==> config.mk <==
export PLATFORM = sky130hd
export DESIGN_NAME = motor_arm_sequencer_flat
export DESIGN_NICKNAME = d
export VERILOG_FILES = /design/src/rtl/motor_arm_if.sv /design/src/rtl/motor_arm_sequencer.sv /design/src/flat_wrapper.sv
export SDC_FILE = /design/constraint.sdc
export NUM_CORES = 1
export LEC_CHECK = 0
export CORE_AREA = 2 2 106 108
export DETAILED_ROUTE_END_ITERATION = 12
export DIE_AREA = 0 0 108 110
export PLACE_DENSITY = 0.74
export SETUP_SLACK_MARGIN = 0.4
export SYNTH_ARGS = -nofsm -noshare
export SYNTH_HDL_FRONTEND = slang
export SYNTH_SLANG_ARGS = --single-unit
export TNS_END_PERCENT = 5
==> constraint.sdc <==
create_clock -name clk -period 3.65 [get_ports clk]
set_input_delay 1.095 -clock clk [delete_from_list [all_inputs] [get_ports clk]]
set_output_delay 1.095 -clock clk [all_outputs]
set_load 0.01 [all_outputs]
==> src/rtl/motor_arm_if.sv <==
// Bundle between the motor mixer / receiver decode and the arm sequencer.
// The master drives sticks, link pulse and summed commands; the slave returns gated commands.
interface motor_arm_if;
    logic       rx_valid;
    logic [7:0] throttle_in;
    logic [7:0] yaw_in;
    logic [7:0] m1_in;
    logic [7:0] m2_in;
    logic [7:0] m3_in;
    logic [7:0] m4_in;
    logic [7:0] m1_out;
    logic [7:0] m2_out;
    logic [7:0] m3_out;
    logic [7:0] m4_out;
    logic       armed;
    logic       failsafe;

    modport master (
        output rx_valid, throttle_in, yaw_in, m1_in, m2_in, m3_in, m4_in,
        input  m1_out, m2_out, m3_out, m4_out, armed, failsafe
    );

    modport slave (
        input  rx_valid, throttle_in, yaw_in, m1_in, m2_in, m3_in, m4_in,
        output m1_out, m2_out, m3_out, m4_out, armed, failsafe
    );
endinterface

==> src/rtl/motor_arm_sequencer.sv <==
// Motor arm/disarm safety sequencer: stick-gesture arming, spin-up ramp to idle,
// receiver-link watchdog with controlled failsafe descent.
//
// state       | meaning
// ------------+---------------------------------------------------------------
// DISARMED    | motors off, waiting for arm gesture
// ARMING      | arm gesture being held, counting hold cycles
// SPINUP      | all motors follow shared ramp up to IDLE_CMD
// ARMED       | commands passed through with IDLE_CMD floor
// DISARMING   | disarm gesture being held, commands still passed through
// FAILSAFE    | link lost, each motor descends from its entry value to 0
module motor_arm_sequencer #(
    parameter int         HOLD_CYCLES    = 1024,
    parameter int         TIMEOUT_CYCLES = 65536,
    parameter int         RAMP_DIV       = 64,
    parameter logic [7:0] IDLE_CMD       = 8'd20,
    parameter logic [7:0] THR_LOW        = 8'd10,
    parameter logic [7:0] YAW_HIGH       = 8'd245,
    parameter logic [7:0] YAW_LOW        = 8'd10
) (
    input logic        clk,
    input logic        rst,
    motor_arm_if.slave bus
);
    localparam int HW = (HOLD_CYCLES > 1) ? $clog2(HOLD_CYCLES) : 1;
    localparam int WW = $clog2(TIMEOUT_CYCLES + 1);
    localparam int PW = (RAMP_DIV > 1) ? $clog2(RAMP_DIV) : 1;
    localparam logic [HW-1:0] HOLD_LAST  = HW'(HOLD_CYCLES - 1);
    localparam logic [WW-1:0] WD_MAX     = WW'(TIMEOUT_CYCLES);
    localparam logic [PW-1:0] PRESC_LAST = PW'(RAMP_DIV - 1);

    typedef enum logic [2:0] {
        S_DISARMED, S_ARMING, S_SPINUP, S_ARMED, S_DISARMING, S_FAILSAFE
    } state_t;

    state_t          state_q, state_d;
    logic [HW-1:0]   hold_q, hold_d;
    logic [PW-1:0]   presc_q, presc_d;
    logic [7:0]      ramp_q, ramp_d;
    logic [3:0][7:0] m_q, m_d, m_in, m_pass;
    logic            fs_q, fs_d;
    logic            armed_q, armed_d;
    logic [WW-1:0]   wd_q;
    logic            link_ok, arm_g, disarm_g, step;

    // Watchdog starts saturated so the link reads lost until the first refresh.
    always_ff @(posedge clk or posedge rst) begin
        if (rst)
            wd_q <= WD_MAX;
        else if (bus.rx_valid)
            wd_q <= '0;
        else if (wd_q != WD_MAX)
            wd_q <= wd_q + WW'(1);
    end

    assign link_ok  = (wd_q < WD_MAX);
    assign arm_g    = link_ok && (bus.throttle_in <= THR_LOW) && (bus.yaw_in >= YAW_HIGH);
    assign disarm_g = (bus.throttle_in <= THR_LOW) && (bus.yaw_in <= YAW_LOW);
    assign step     = (presc_q == PRESC_LAST);
    assign m_in     = {bus.m4_in, bus.m3_in, bus.m2_in, bus.m1_in};

    always_comb begin
        for (int i = 0; i < 4; i++)
            m_pass[i] = (m_in[i] < IDLE_CMD) ? IDLE_CMD : m_in[i];
    end

    always_comb begin
        state_d = state_q;
        hold_d  = hold_q;
        presc_d = presc_q;
        ramp_d  = ramp_q;
        m_d     = m_q;
        fs_d    = fs_q;
        case (state_q)
            S_DISARMED: begin
                m_d = '0;
                if (arm_g) state_d = S_ARMING;
            end
            S_ARMING: begin
                m_d    = '0;
                hold_d = hold_q + HW'(1);
                if (!arm_g) begin
                    state_d = S_DISARMED;
                end else if (hold_q == HOLD_LAST) begin
                    state_d = S_SPINUP;
                    ramp_d  = '0;
                    fs_d    = 1'b0;
                end
            end
            S_SPINUP: begin
                presc_d = step ? '0 : presc_q + PW'(1);
                if (step && ramp_q < IDLE_CMD) ramp_d = ramp_q + 8'd1;
                m_d = {4{ramp_d}};
                if (!link_ok) begin
                    state_d = S_FAILSAFE;
                    m_d     = m_q;
                    fs_d    = 1'b1;
                end else if (ramp_q == IDLE_CMD) begin
                    state_d = S_ARMED;
                    m_d     = m_pass;
                end
            end
            S_ARMED: begin
                m_d = m_pass;
                if (!link_ok) begin
                    state_d = S_FAILSAFE;
                    m_d     = m_q;
                    fs_d    = 1'b1;
                end else if (disarm_g) begin
                    state_d = S_DISARMING;
                end
            end
            S_DISARMING: begin
                m_d    = m_pass;
                hold_d = hold_q + HW'(1);
                if (!link_ok) begin
                    state_d = S_FAILSAFE;
                    m_d     = m_q;
                    fs_d    = 1'b1;
                end else if (!disarm_g) begin
                    state_d = S_ARMED;
                end else if (hold_q == HOLD_LAST) begin
                    state_d = S_DISARMED;
                    m_d     = '0;
                end
            end
            S_FAILSAFE: begin
                presc_d = step ? '0 : presc_q + PW'(1);
                if (step) begin
                    for (int i = 0; i < 4; i++)
                        m_d[i] = (m_q[i] != 8'd0) ? m_q[i] - 8'd1 : 8'd0;
                end
                if (m_q == '0) state_d = S_DISARMED;
            end
            default: begin
                state_d = S_DISARMED;
                m_d     = '0;
            end
        endcase
        if (state_d != state_q) begin
            hold_d  = '0;
            presc_d = '0;
        end
        armed_d = (state_d == S_SPINUP) || (state_d == S_ARMED) || (state_d == S_DISARMING);
    end

    always_ff @(posedge clk or posedge rst) begin
        if (rst) begin
            state_q <= S_DISARMED;
            hold_q  <= '0;
            presc_q <= '0;
            ramp_q  <= '0;
            m_q     <= '0;
            fs_q    <= 1'b0;
            armed_q <= 1'b0;
        end else begin
            state_q <= state_d;
            hold_q  <= hold_d;
            presc_q <= presc_d;
            ramp_q  <= ramp_d;
            m_q     <= m_d;
            fs_q    <= fs_d;
            armed_q <= armed_d;
        end
    end

    assign bus.m1_out   = m_q[0];
    assign bus.m2_out   = m_q[1];
    assign bus.m3_out   = m_q[2];
    assign bus.m4_out   = m_q[3];
    assign bus.armed    = armed_q;
    assign bus.failsafe = fs_q;
endmodule

==> src/flat_wrapper.sv <==
// flat-port wrapper written by rule: the top's interface ports become plain ports
module motor_arm_sequencer_flat 
#(
    parameter int         HOLD_CYCLES    = 1024,
    parameter int         TIMEOUT_CYCLES = 65536,
    parameter int         RAMP_DIV       = 64,
    parameter logic [7:0] IDLE_CMD       = 8'd20,
    parameter logic [7:0] THR_LOW        = 8'd10,
    parameter logic [7:0] YAW_HIGH       = 8'd245,
    parameter logic [7:0] YAW_LOW        = 8'd10
)
  (clk, rst, bus_rx_valid, bus_throttle_in, bus_yaw_in, bus_m1_in, bus_m2_in, bus_m3_in, bus_m4_in, bus_m1_out, bus_m2_out, bus_m3_out, bus_m4_out, bus_armed, bus_failsafe);
  motor_arm_if bus_i ();
  input logic clk;
  input logic rst;
  input wire logic [$bits(bus_i.rx_valid)-1:0] bus_rx_valid;
  input wire logic [$bits(bus_i.throttle_in)-1:0] bus_throttle_in;
  input wire logic [$bits(bus_i.yaw_in)-1:0] bus_yaw_in;
  input wire logic [$bits(bus_i.m1_in)-1:0] bus_m1_in;
  input wire logic [$bits(bus_i.m2_in)-1:0] bus_m2_in;
  input wire logic [$bits(bus_i.m3_in)-1:0] bus_m3_in;
  input wire logic [$bits(bus_i.m4_in)-1:0] bus_m4_in;
  output wire logic [$bits(bus_i.m1_out)-1:0] bus_m1_out;
  output wire logic [$bits(bus_i.m2_out)-1:0] bus_m2_out;
  output wire logic [$bits(bus_i.m3_out)-1:0] bus_m3_out;
  output wire logic [$bits(bus_i.m4_out)-1:0] bus_m4_out;
  output wire logic [$bits(bus_i.armed)-1:0] bus_armed;
  output wire logic [$bits(bus_i.failsafe)-1:0] bus_failsafe;
  assign bus_i.rx_valid = bus_rx_valid;
  assign bus_i.throttle_in = bus_throttle_in;
  assign bus_i.yaw_in = bus_yaw_in;
  assign bus_i.m1_in = bus_m1_in;
  assign bus_i.m2_in = bus_m2_in;
  assign bus_i.m3_in = bus_m3_in;
  assign bus_i.m4_in = bus_m4_in;
  assign bus_m1_out = bus_i.m1_out;
  assign bus_m2_out = bus_i.m2_out;
  assign bus_m3_out = bus_i.m3_out;
  assign bus_m4_out = bus_i.m4_out;
  assign bus_armed = bus_i.armed;
  assign bus_failsafe = bus_i.failsafe;
  motor_arm_sequencer #(.HOLD_CYCLES(HOLD_CYCLES), .TIMEOUT_CYCLES(TIMEOUT_CYCLES), .RAMP_DIV(RAMP_DIV), .IDLE_CMD(IDLE_CMD), .THR_LOW(THR_LOW), .YAW_HIGH(YAW_HIGH), .YAW_LOW(YAW_LOW)) u_core (.clk(clk), .rst(rst), .bus(bus_i));
endmodule
======== Word level (Yosys, flattened, before mapping) ========
Index checks and enable logic that the tools add are counted.
storage, ports and cells
  flip-flop bits (word level) ............. 78
  input bits .............................. 51
  output and inout bits ................... 34
  word-level logic and storage cells ...... 114
cells by class
  add/sub/neg operators ................... 8
  multiplexer cells ....................... 43
  equal/unequal tests ..................... 20
  magnitude comparators ................... 9
  reduce and logical (&&, ||, !) cells .... 23
operators by type and width
  cell                     number
  $mux W32                 7
  $pmux W32 S4             1
  $mux W8                  11
  $lt A8 B5 Y1 const B     5
  $mux W17                 2
  $mux W3                  11
  $logic_not A32 Y1        1
  $reduce_bool A8 Y1       4
  $sub A8 B1 Y8 const B    4
  $mux W10                 2
  $mux W6                  3
  $pmux W3 S6              1
  $add A17 B1 Y17 const B  1
  $lt A17 B17 Y1 const B   1
  $ne A17 B17 Y1 const B   1
  $le A8 B4 Y1 const B     2
  $pmux W8 S2              1
  $eq A3 B2 Y1 const B     4
  $ne A2 B1 Y1 const B     6
  $add A10 B1 Y10 const B  1
  $eq A10 B10 Y1 const B   1
  $reduce_bool A2 Y1       5
  $eq A3 B3 Y1 const B     3
  $add A8 B1 Y8 const B    1
  16 further kinds         24

======== Longest topological paths before layout ========
  depth in word-level cells ............... 8
  depth in mapped cells ................... 10
  gate-level depth less buffers ........... 8

======== Least setup slack after synthesis ========
No wires, ideal clock.
  path kind ............................... input -> register
  from .................................... input bus_throttle_in[7]
  to ...................................... register u_core.m_q (netlist bit u_core.bus.m3_out[3])
  setup time .............................. 0.125 ns
  buffers on the path ..................... 1
  stages .................................. 7
  data required time ...................... 3.525 ns
  arrival time ............................ 2.566 ns
  setup slack ............................. 0.959 ns
  path through ............................ nor4_2 > o21ai_1 > o31ai_4 > nand2_1 > buf_2 > a311oi_1 > o21ai_1
between the ends
  longest elaborated chain between the ends .. 5
RTL lines
  element               line                        text
  start, declared       flat_wrapper.sv:17          input wire logic [$bits(bus_i.throttle_in)-1:0] bus_throttle_in;
  $le A8 B4 Y1          motor_arm_sequencer.sv:58   assign disarm_g = (bus.throttle_in <= THR_LOW) && (bus.yaw_in <= YAW_LOW);
  $logic_and A1 B1 Y1   motor_arm_sequencer.sv:58
  $mux W32              motor_arm_sequencer.sv:120  end else if (!disarm_g) begin
  $mux W32              motor_arm_sequencer.sv:116  if (!link_ok) begin
  $pmux W32 S4          motor_arm_sequencer.sv:74   case (state_q)
  end signal, assigned  motor_arm_sequencer.sv:161  m_q <= m_d;
  end, declared         motor_arm_sequencer.sv:40   logic [3:0][7:0] m_q, m_d, m_in, m_pass;
No other way between the ends. The select of a mux whose other input is x is not followed.
A chain may end at the register's enable or synchronous reset.

======== Worst setup path in the final report ========
  from .................................... input bus_throttle_in[7]
  to ...................................... register u_core.m_q (netlist bit u_core.bus.m2_out[3])
The elaborated chain is that of the path after synthesis.

==> flow_summary.toml <==
[sta]
holdWs_ns = 0.546
rsz0062_at_grt = "no"
finalSetupViolCount = 0
skew_ns = 0.0121
max_freq_ghz = 0.319
min_period_over_period_pct = 85.8
fin_ws_ns = 0.517
tightestPinTransition_ns = 0.959
slew_headroom_pct = 36.1
min_period_ns = 3.13
drv_slew = 0
hold_viol_final = 0

[logic_synthesis]
synthArstFlopShare_pct = 100
yosysMostFrequentCell = "dfrtp_1"
synth_seq_cells = 78
synth_nets = 674
synthCells = 611
synth_top_flop_cell = "dfrtp_1"
yosysSeqAreaShare_pct = 37.3
syn_area_um2 = 5230
synthTopCellsByCount = "dfrtp_1, nand2_1, nor2_1"
yosysTopAreaCell = "dfrtp_1"
synthTopCellsByArea = "dfrtp_1, nand2_1, nor2_1"
syn_area_per_cell_um2 = 8.56
yosysWarnings = 0
netlist.area_leader.share_pct = 36.8
synth.distinct_cells = 70
synth-edff-count = 0

[worst_setup_path]
critPathMaxStageDelay_ns = 0.41
crit_slowest_cell = "clkdlybuf4s50_1"
worstPathRequired_ns = 3.87
path_buf_inv = 2
crit_chain = "clkdlybuf4s50_1, nor4_2, o21ai_1, o31ai_4, nand2_1, buf_4, a311oi_1, o21ai_1"
critPathKind = "input port to flip-flop"
worst_ep_arrival_time_ns = 3.35
path_delay_family = "compound AO/OA/AOI/OAI gates"
cp-start-kind = "input port"
crit_path_max_fanout = 10
cp_common_cell = "o21ai_1"
critPathCaptureType = "flip-flop"

[power]
total_power_mw = 1.57
p_leak_nw = 2.57
vdd_drop_max_mv = 0.196
power.density_nw_per_um2 = 246

[clocking]
htreeDepth = 3
clockBufferDepth = 2
path_clk_slew_ns = 0.09
clkLatencyLatePin_ns = 0.36
postCtsHoldBufs = 0
numCtsBuffers = 9
postCtsSetupRepairBufs = 0
ctsResizeCount = 1
cts-root-buf = "clkbuf_8"
cts_tree = "done"
numClockSinks = 78

[die]
die_w_um = 108
fp.dieArea_um2 = 11900
die_y_um = 110
start_util_pct = 48.9
core_um2 = 10700
ios = 85
placementRows = 38

[grt]
grt_max_degree = 57
overflow = 0
grt_pass1_vias = 4924
antenna_found_initial = 0
grt_pass1_wl_um = 24100
grt.total_usage_pct = 25.7

[final_layout]
diodes = 0
fin_area_um2 = 6390
syn_to_final_growth_pct = 22.2
nets = 757
drive_gt1_share_pct = 8.44
fillCellCount = 950
final_core_util_pct = 59.8

[place]
dpl_cell_area_um2 = 6220
dp_hpwl_um = 10700
gp_congestion = 0.941
preCtsSetupSlack_ns = -0.0243
port_buffers = 84

[job]
drv_cap = 0

[routing]
vias = 5108
post_drt_wl_per_cell_um = 17.3
wirelength_um = 14500
ant_nets = 0
drtIter0Drc = 263
drtPass1Iterations = 5
drc = 0
viasPerCell = 6.09

[hold_path]
hp-class = "flip-flop to flip-flop"

[outcome]
status = "completed"
==> logic make-up after synthesis <==
logic type,Yosys count,synth area share (%)
AO/OA/AOI/OAI,168,20.7
XOR/XNOR,40,6.70
buffers and inverters,52,4.42
multiplexers,3,0.598
flip-flops,78,37.3
adder cells (fa/ha/maj),12,2.87
AND/OR/NAND/NOR,258,27.4
==> layout by cell type (no fill, tap or decap), types with 24 or more instances in the layout <==
cell,synthesis,layout
nor2_1,61,61
nor3_1,31,31
inv_1,28,27
clkdlybuf4s50_1,0,84
o21ai_0,34,34
xnor2_1,26,26
dfrtp_1,77,77
o21ai_1,26,25
nand2_1,61,61
a21oi_1,45,44
nor4_1,24,24
==> metrics by stage <==
| stage | setup TNS [ns] | std cells |
|---|---|---|
| 2_1_floorplan | 0 | 611 |
| 3_3_place_gp | 0 | 823 |
| 3_5_place_dp | -0.0243 | 823 |
| 4_1_cts | 0 | 839 |
| 5_1_grt | 0 | 839 |
| 6_report | 0 | 839 |
==> layout make-up <==
cell class / instances / area (µm²) / area share (%)
multi-input cells: 481 / 3050 / 47.8
flip-flops and latches: 78 / 1950 / 30.5
repair buffers: 95 / 936 / 14.6
well taps: 140 / 175 / 2.74
clock buffers: 12 / 145 / 2.27
inverters: 29 / 109 / 1.70
clock inverters: 4 / 22.5 / 0.352
==> layer usage <==
metal	global-route usage (%)	part of all wire, %	vias to the layer above	routed length (µm)
li1	-	-	2410	-
met1	33.3	43	2467	6190
met2	43.8	48	215	7040
met3	4.76	7.9	16	1140
met4	7.97	1.2	0	175
met5	0	0	-	0
==> state kept, by name, indices dropped and copies added (netlist names) <==
register and flops:
u_core.presc_q 6, u_core.ramp_q 8, u_core.bus.m2_out 8, u_core.state_q 3
u_core.bus.m3_out 8, u_core.hold_q 10, u_core.bus.failsafe 1, u_core.wd_q 17
u_core.bus.m4_out 8, u_core.bus.armed 1, u_core.bus.m1_out 8
==> final timing paths <==
kind                       slack [ns]          startpoint  depth (start not counted)                    to
min in group asynchronous        1.09                 rst                          2  u_core.bus.m4_out[4]
min reg2reg                      0.55    u_core.ramp_q[4]                          1      u_core.ramp_q[4]
max reg2reg                      0.78   u_core.state_q[1]                          6  u_core.bus.m1_out[2]
max                              0.52  bus_throttle_in[7]                          8  u_core.bus.m2_out[3]
min                              0.55    u_core.ramp_q[4]                          1      u_core.ramp_q[4]
max in group asynchronous        1.84                 rst                          3       u_core.wd_q[16]
==> power breakdown <==
group	total (mW)	internal (mW)	switching, mW
Sequential	0.872	0.867	0.00495
Combinational	0.116	0.0628	0.0533
Clock	0.586	0.263	0.323
Total	1.57	1.19	0.381
(Power assumes the default switching activity.)
==> variant 1: new RTL, config.mk and constraints unchanged <==
`TIMEOUT_CYCLES` is set to 65536 in 2 places; all go to 131072.
--- a/src/rtl/motor_arm_sequencer.sv
+++ b/src/rtl/motor_arm_sequencer.sv
@@ -12,5 +12,5 @@
 module motor_arm_sequencer #(
     parameter int         HOLD_CYCLES    = 1024,
-    parameter int         TIMEOUT_CYCLES = 65536,
+    parameter int         TIMEOUT_CYCLES = 131072,
     parameter int         RAMP_DIV       = 64,
     parameter logic [7:0] IDLE_CMD       = 8'd20,
--- a/src/flat_wrapper.sv
+++ b/src/flat_wrapper.sv
@@ -3,5 +3,5 @@
 #(
     parameter int         HOLD_CYCLES    = 1024,
-    parameter int         TIMEOUT_CYCLES = 65536,
+    parameter int         TIMEOUT_CYCLES = 131072,
     parameter int         RAMP_DIV       = 64,
     parameter logic [7:0] IDLE_CMD       = 8'd20,
Behaviour: no difference found for any inputs over 10 cycles, from zero or initial values and one cycle with rst high; that may be too few to reach the edited logic, so the function may still have changed.
==> variant 1 against the original RTL <==
Via count up 5.5%; routed wire length grew 8.7%; sequential cell count is 1 higher; area after synthesis up 0.38%; setup slack got worse by 0.0019 ns; die area did not move; cell area rose by 2.5%; clock skew is 0.0011 ns higher; core utilization rose by 1.5 points; synthesized cell count is 0.65% higher; power up 8.7%; worst hold slack better by 0.014 ns; largest power group unchanged; highest routed layer unchanged.
==> variant 1: results (changes against the original RTL) <==
[placement]
dp_hpwl_mm=11.47  ; +6.9%
place_congestion=0.9759  ; +3.8%

[logic_synthesis]
synthDistinctLibCells=67  ; -4.3%
yosysSeqAreaShare_pct=37.67  ; +0.33 points
synth-xor-area-share_pct=6.505  ; -0.19 points
synth_compound_area_share_pct=19.63  ; -1.0 points
synth_mux_area_share_pct=0.7624  ; +0.16 points
synth_nets=679  ; +0.74%
synth_common_cells=dfrtp_1 (78), nor2_1 (75), a21oi_1 (42), nand2_1 (41), o21ai_0 (40)
ys_top_cells_by_area=dfrtp_1 (37%), nor2_1 (5.4%), a21oi_1 (4.0%)
synth_fa_ha_area_share_pct=3.097  ; +0.23 points

[timing]
fin_hold_ws_ns=0.5606  ; +0.01444 ns
slew_headroom_pct=41.23  ; +5.2 points
fin_skew_ns=0.01317  ; +0.001053 ns

[critical_path]
worstPathMaxFanout=16  ; +6
crit_family=simple AND/OR/NAND/NOR gates
critical_path.slowest_cell=or3_1
crit_end=u_core.presc_q[4]$_DFFE_PP0P_
r2r_cells=8  ; +2
critPathMaxStageDelay_ns=0.44  ; +0.03 ns

[clocking]
path_clk_slew_ns=0.08
ctsResizeCount=0  ; -1

[finish]
top_regs=u_core.wd_q x18, u_core.hold_q x10
layout-drive-gt1-share_pct=8.439  ; about the same

[pwr]
irDropWorstVdd_mv=0.1872  ; -4.6%
swShare_pct=22.86  ; -1.4 points
power.leakage_uw=0.002637  ; +2.7%

[grt]
grt_max_degree=35  ; -39%
grt_pass1_wl_mm=25.35  ; +5.2%
grt_pass1_vias=5245  ; +6.5%
grt.total_usage_pct=27.10  ; +1.4 points

[routing]
wire_per_inst_um=18.57  ; +7.2%
first_pass_iters=7  ; +2
drtIter0Drc=502  ; +91%

[min_path]
hold_start=u_core.ramp_q[7]$_DFFE_PP0P_

[status]
run_status=finished clean

==> variant 1: changes by cell type after synthesis, sizes merged, moves of 7 or more <==
cell / unedited run / this run
nor2: 61 / 75
buf: 14 / 7
o21ai: 61 / 41
nor4: 38 / 27
nand3: 14 / 25
clkbuf: 9 / 16
nand2: 61 / 41
==> variant 1: final cells by class <==
cell class              count  area share (%)
inverters                  23           1.317
clock buffers              14           2.634
well taps                 140           2.672
multi-input cells         490           47.41
clock inverters             2          0.5917
flip-flops and latches     79           30.18
repair buffers            103           15.19
==> variant 1: routing by layer <==
| metal | global-route usage [%] | up-vias | share of wire (%) |
|---|---|---|---|
| li1 | - | 2472 | - |
| met1 | 34.32 | 2585 | 41 |
| met2 | 45.10 | 277 | 47 |
| met3 | 5.173 | 54 | 7.7 |
| met4 | 12.45 | 0 | 3.7 |
| met5 | 0 | - | 0 |
==> variant 1: power by group through the flow <==
stage	Sequential [uW]	Clock, uW	Combinational, uW
after global placement	900	0	120
after floorplan	899	0	42.5
after global routing	884	762	135
after CTS	883	716	123
after detailed placement	900	0	122
final	883	706	123
==> variant 1: metrics by stage <==
step	setup slack [ns]	std cells	area, um^2	power [uW]
6_report	0.5153	851	6555	1712
5_1_grt	0.3769	851	6555	1780
4_1_cts	0.4271	851	6533	1722
3_5_place_dp	0.05963	835	6321	1022
3_3_place_gp	0.1238	835	6321	1019
2_1_floorplan	0.5261	615	5251	941.5
==> variant 1: cell families after synthesis <==
kind of cell / after synthesis
and+or+nand+nor: 277
AOI/OAI and AO/OA: 157
DFF: 79
buffers and inverters: 46
xor gates and xnor gates: 39
adders and majority gates: 13
muxes: 4
==> variant 2: new RTL, same flow settings <==
Without the edit above. Re-encode `state_t` (6 states) as one-hot, 6 bits wide.
--- a/src/rtl/motor_arm_sequencer.sv
+++ b/src/rtl/motor_arm_sequencer.sv
@@ -30,6 +30,6 @@
     localparam logic [PW-1:0] PRESC_LAST = PW'(RAMP_DIV - 1);
 
-    typedef enum logic [2:0] {
-        S_DISARMED, S_ARMING, S_SPINUP, S_ARMED, S_DISARMING, S_FAILSAFE
+    typedef enum logic [5:0] {
+        S_DISARMED = 6'b000001, S_ARMING = 6'b000010, S_SPINUP = 6'b000100, S_ARMED = 6'b001000, S_DISARMING = 6'b010000, S_FAILSAFE = 6'b100000
     } state_t;
 
Check against the original RTL: no difference found for any inputs over 10 cycles, from zero or initial values and one cycle with rst high; not proved beyond that.
==> variant 2 against the original RTL <==
Global-route usage is 1.2 points higher; setup slack lost 0.10 ns; sequential share of layout area increased by 0.49 points; power increased by 6.9%; routed wire length increased by 7.1%; core utilization grew 1.4 points; cell area up 2.3%; register-to-register slack worse by 0.04 ns; area after synthesis rose by 2.4%; sequential cell count increased by 3; worst hold slack lost 0.056 ns; highest routed layer unchanged.
==> variant 2: results (changes against the original RTL) <==
[status]
run_status=finished clean

[logic_synthesis]
synth_nets=667  ; -1.0%
syn_area_per_cell_um2=8.837  ; +3.2%
synthDominantCellAreaShare_pct=36.92  ; +0.083 points
synth_common_cells=dfrtp_1 (79), o21ai_0 (57), a21oi_1 (53), nor2_1 (48), nand2_1 (47)
synth-xor-area-share_pct=5.234  ; -1.5 points
synth_compound_area_share_pct=24.56  ; +3.9 points
synth_mux_area_share_pct=0.5607  ; -0.037 points
yosysSeqAreaShare_pct=37.90  ; +0.56 points
synthDistinctLibCells=71  ; +1.4%

[routing]
vias_per_cell=6.344  ; +4.2%
via_count=5291  ; +3.6%

[min_path]
min_to=u_core.bus.failsafe$_DFFE_PP0P_
hold_start=u_core.bus.failsafe$_DFFE_PP0P_

[finish]
layout-drive-gt1-share_pct=9.222  ; +0.78 points
fin_nets=750  ; -0.92%
fillers=975  ; +2.6%

[critical_path]
critical_path.slowest_cell=or4_4
worstPathArrival_ns=3.47  ; +0.12 ns
worstPathMaxFanout=16  ; +6
r2r_end=u_core.bus.m2_out[5]$_DFFE_PP0P_
critPathMaxStageDelay_ns=0.64  ; +0.23 ns

[grt]
grt.total_usage_pct=26.85  ; +1.2 points
grt_pass1_wl_mm=25.07  ; +4.1%
grt_max_degree=39  ; -32%

[timing]
fin_hold_ws_ns=0.4901  ; -0.05606 ns
fin_skew_ns=0.01817  ; +0.006056 ns
fin_crit_sh_pct=88.62  ; +2.8 points

[pwr]
power_switching_uw=404.2  ; +6.0%
power.leakage_uw=0.002610  ; +1.7%

variant 2: cell count changes in the layout (fill, tap and decap cells not counted), moves of 9 or more:
cell and change:
a2111oi_2 +11, a21oi_1 +9, nand2_1 -14, nand3_1 +9
nor2_1 -13, nor4_1 -16, nor4_2 -11, o21ai_0 +21
o21ai_1 -21, xnor2_1 -14
variant 2: kinds of logic after synthesis:
| logic type | after synthesis |
|---|---|
| buffers and inverters | 49 |
| flip-flops | 81 |
| AO/OA/AOI/OAI | 190 |
| multiplexers | 3 |
| XOR/XNOR | 32 |
| AND/OR/NAND/NOR | 241 |
| adder cells (fa/ha/maj) | 10 |
variant 2: routing by layer:
metal | track usage [%] | part of all wire, %
met5 | 0 | 0
met4 | 8.242 | 1.4
met3 | 5.761 | 7.6
met2 | 43.89 | 48
met1 | 35.96 | 43
variant 2: worst max-delay path, delay by kind of cell:
kind	cells	cell delay (ns)
AO/OA/AOI/OAI	3	0.90
buffers and inverters	1	0.46
AND/OR/NAND/NOR	3	1.00
variant 2: area by class of cell:
class	instances	area (um^2)	area share (%)
Inverter	23	87.58	1.339
Clock inverter	5	56.30	0.8609
Tap cell	140	175.2	2.678
Clock buffer	11	131.4	2.009
Multi-Input combinational cell	476	3114	47.62
Timing Repair Buffer	98	945.9	14.46
Sequential cell	81	2029	31.03
variant 2: repair_timing:
action | 4_1_cts | 5_1_grt
setup endpoints to repair | 1 | 32
hold buffers | 0 | 0
resized for setup | 2 | 4
variant 2: power groups by stage:
stage               combinational, uW  sequential (uW)  clock, uW
global placement                  116              921          0
CTS                               119              903        671
global route                      130              904        708
detailed placement                118              921          0
finish                            118              903        662
floorplan                        42.1              920          0
variant 2: per-stage QoR:
stage          area, um^2  power [uW]
5_1_grt              6540        1742
3_3_place_gp         6336        1037
2_1_floorplan        5355       962.1
6_report             6540        1683
4_1_cts              6535        1693
3_5_place_dp         6336        1039
variant 2: how the worst max path moves through the flow:
stage                                               end                from  cells past startpoint
after floorplan              u_core.bus.armed$_DFF_PP0_                 rst                      1
after global placement    u_core.presc_q[2]$_DFFE_PP0P_  bus_throttle_in[6]                      8
after detailed placement  u_core.presc_q[3]$_DFFE_PP0P_       bus_yaw_in[3]                      7
after CTS                 u_core.presc_q[3]$_DFFE_PP0P_  bus_throttle_in[0]                      8
after global routing       u_core.hold_q[9]$_DFFE_PP0P_  bus_throttle_in[6]                      8
final                     u_core.presc_q[3]$_DFFE_PP0P_  bus_throttle_in[0]                      7
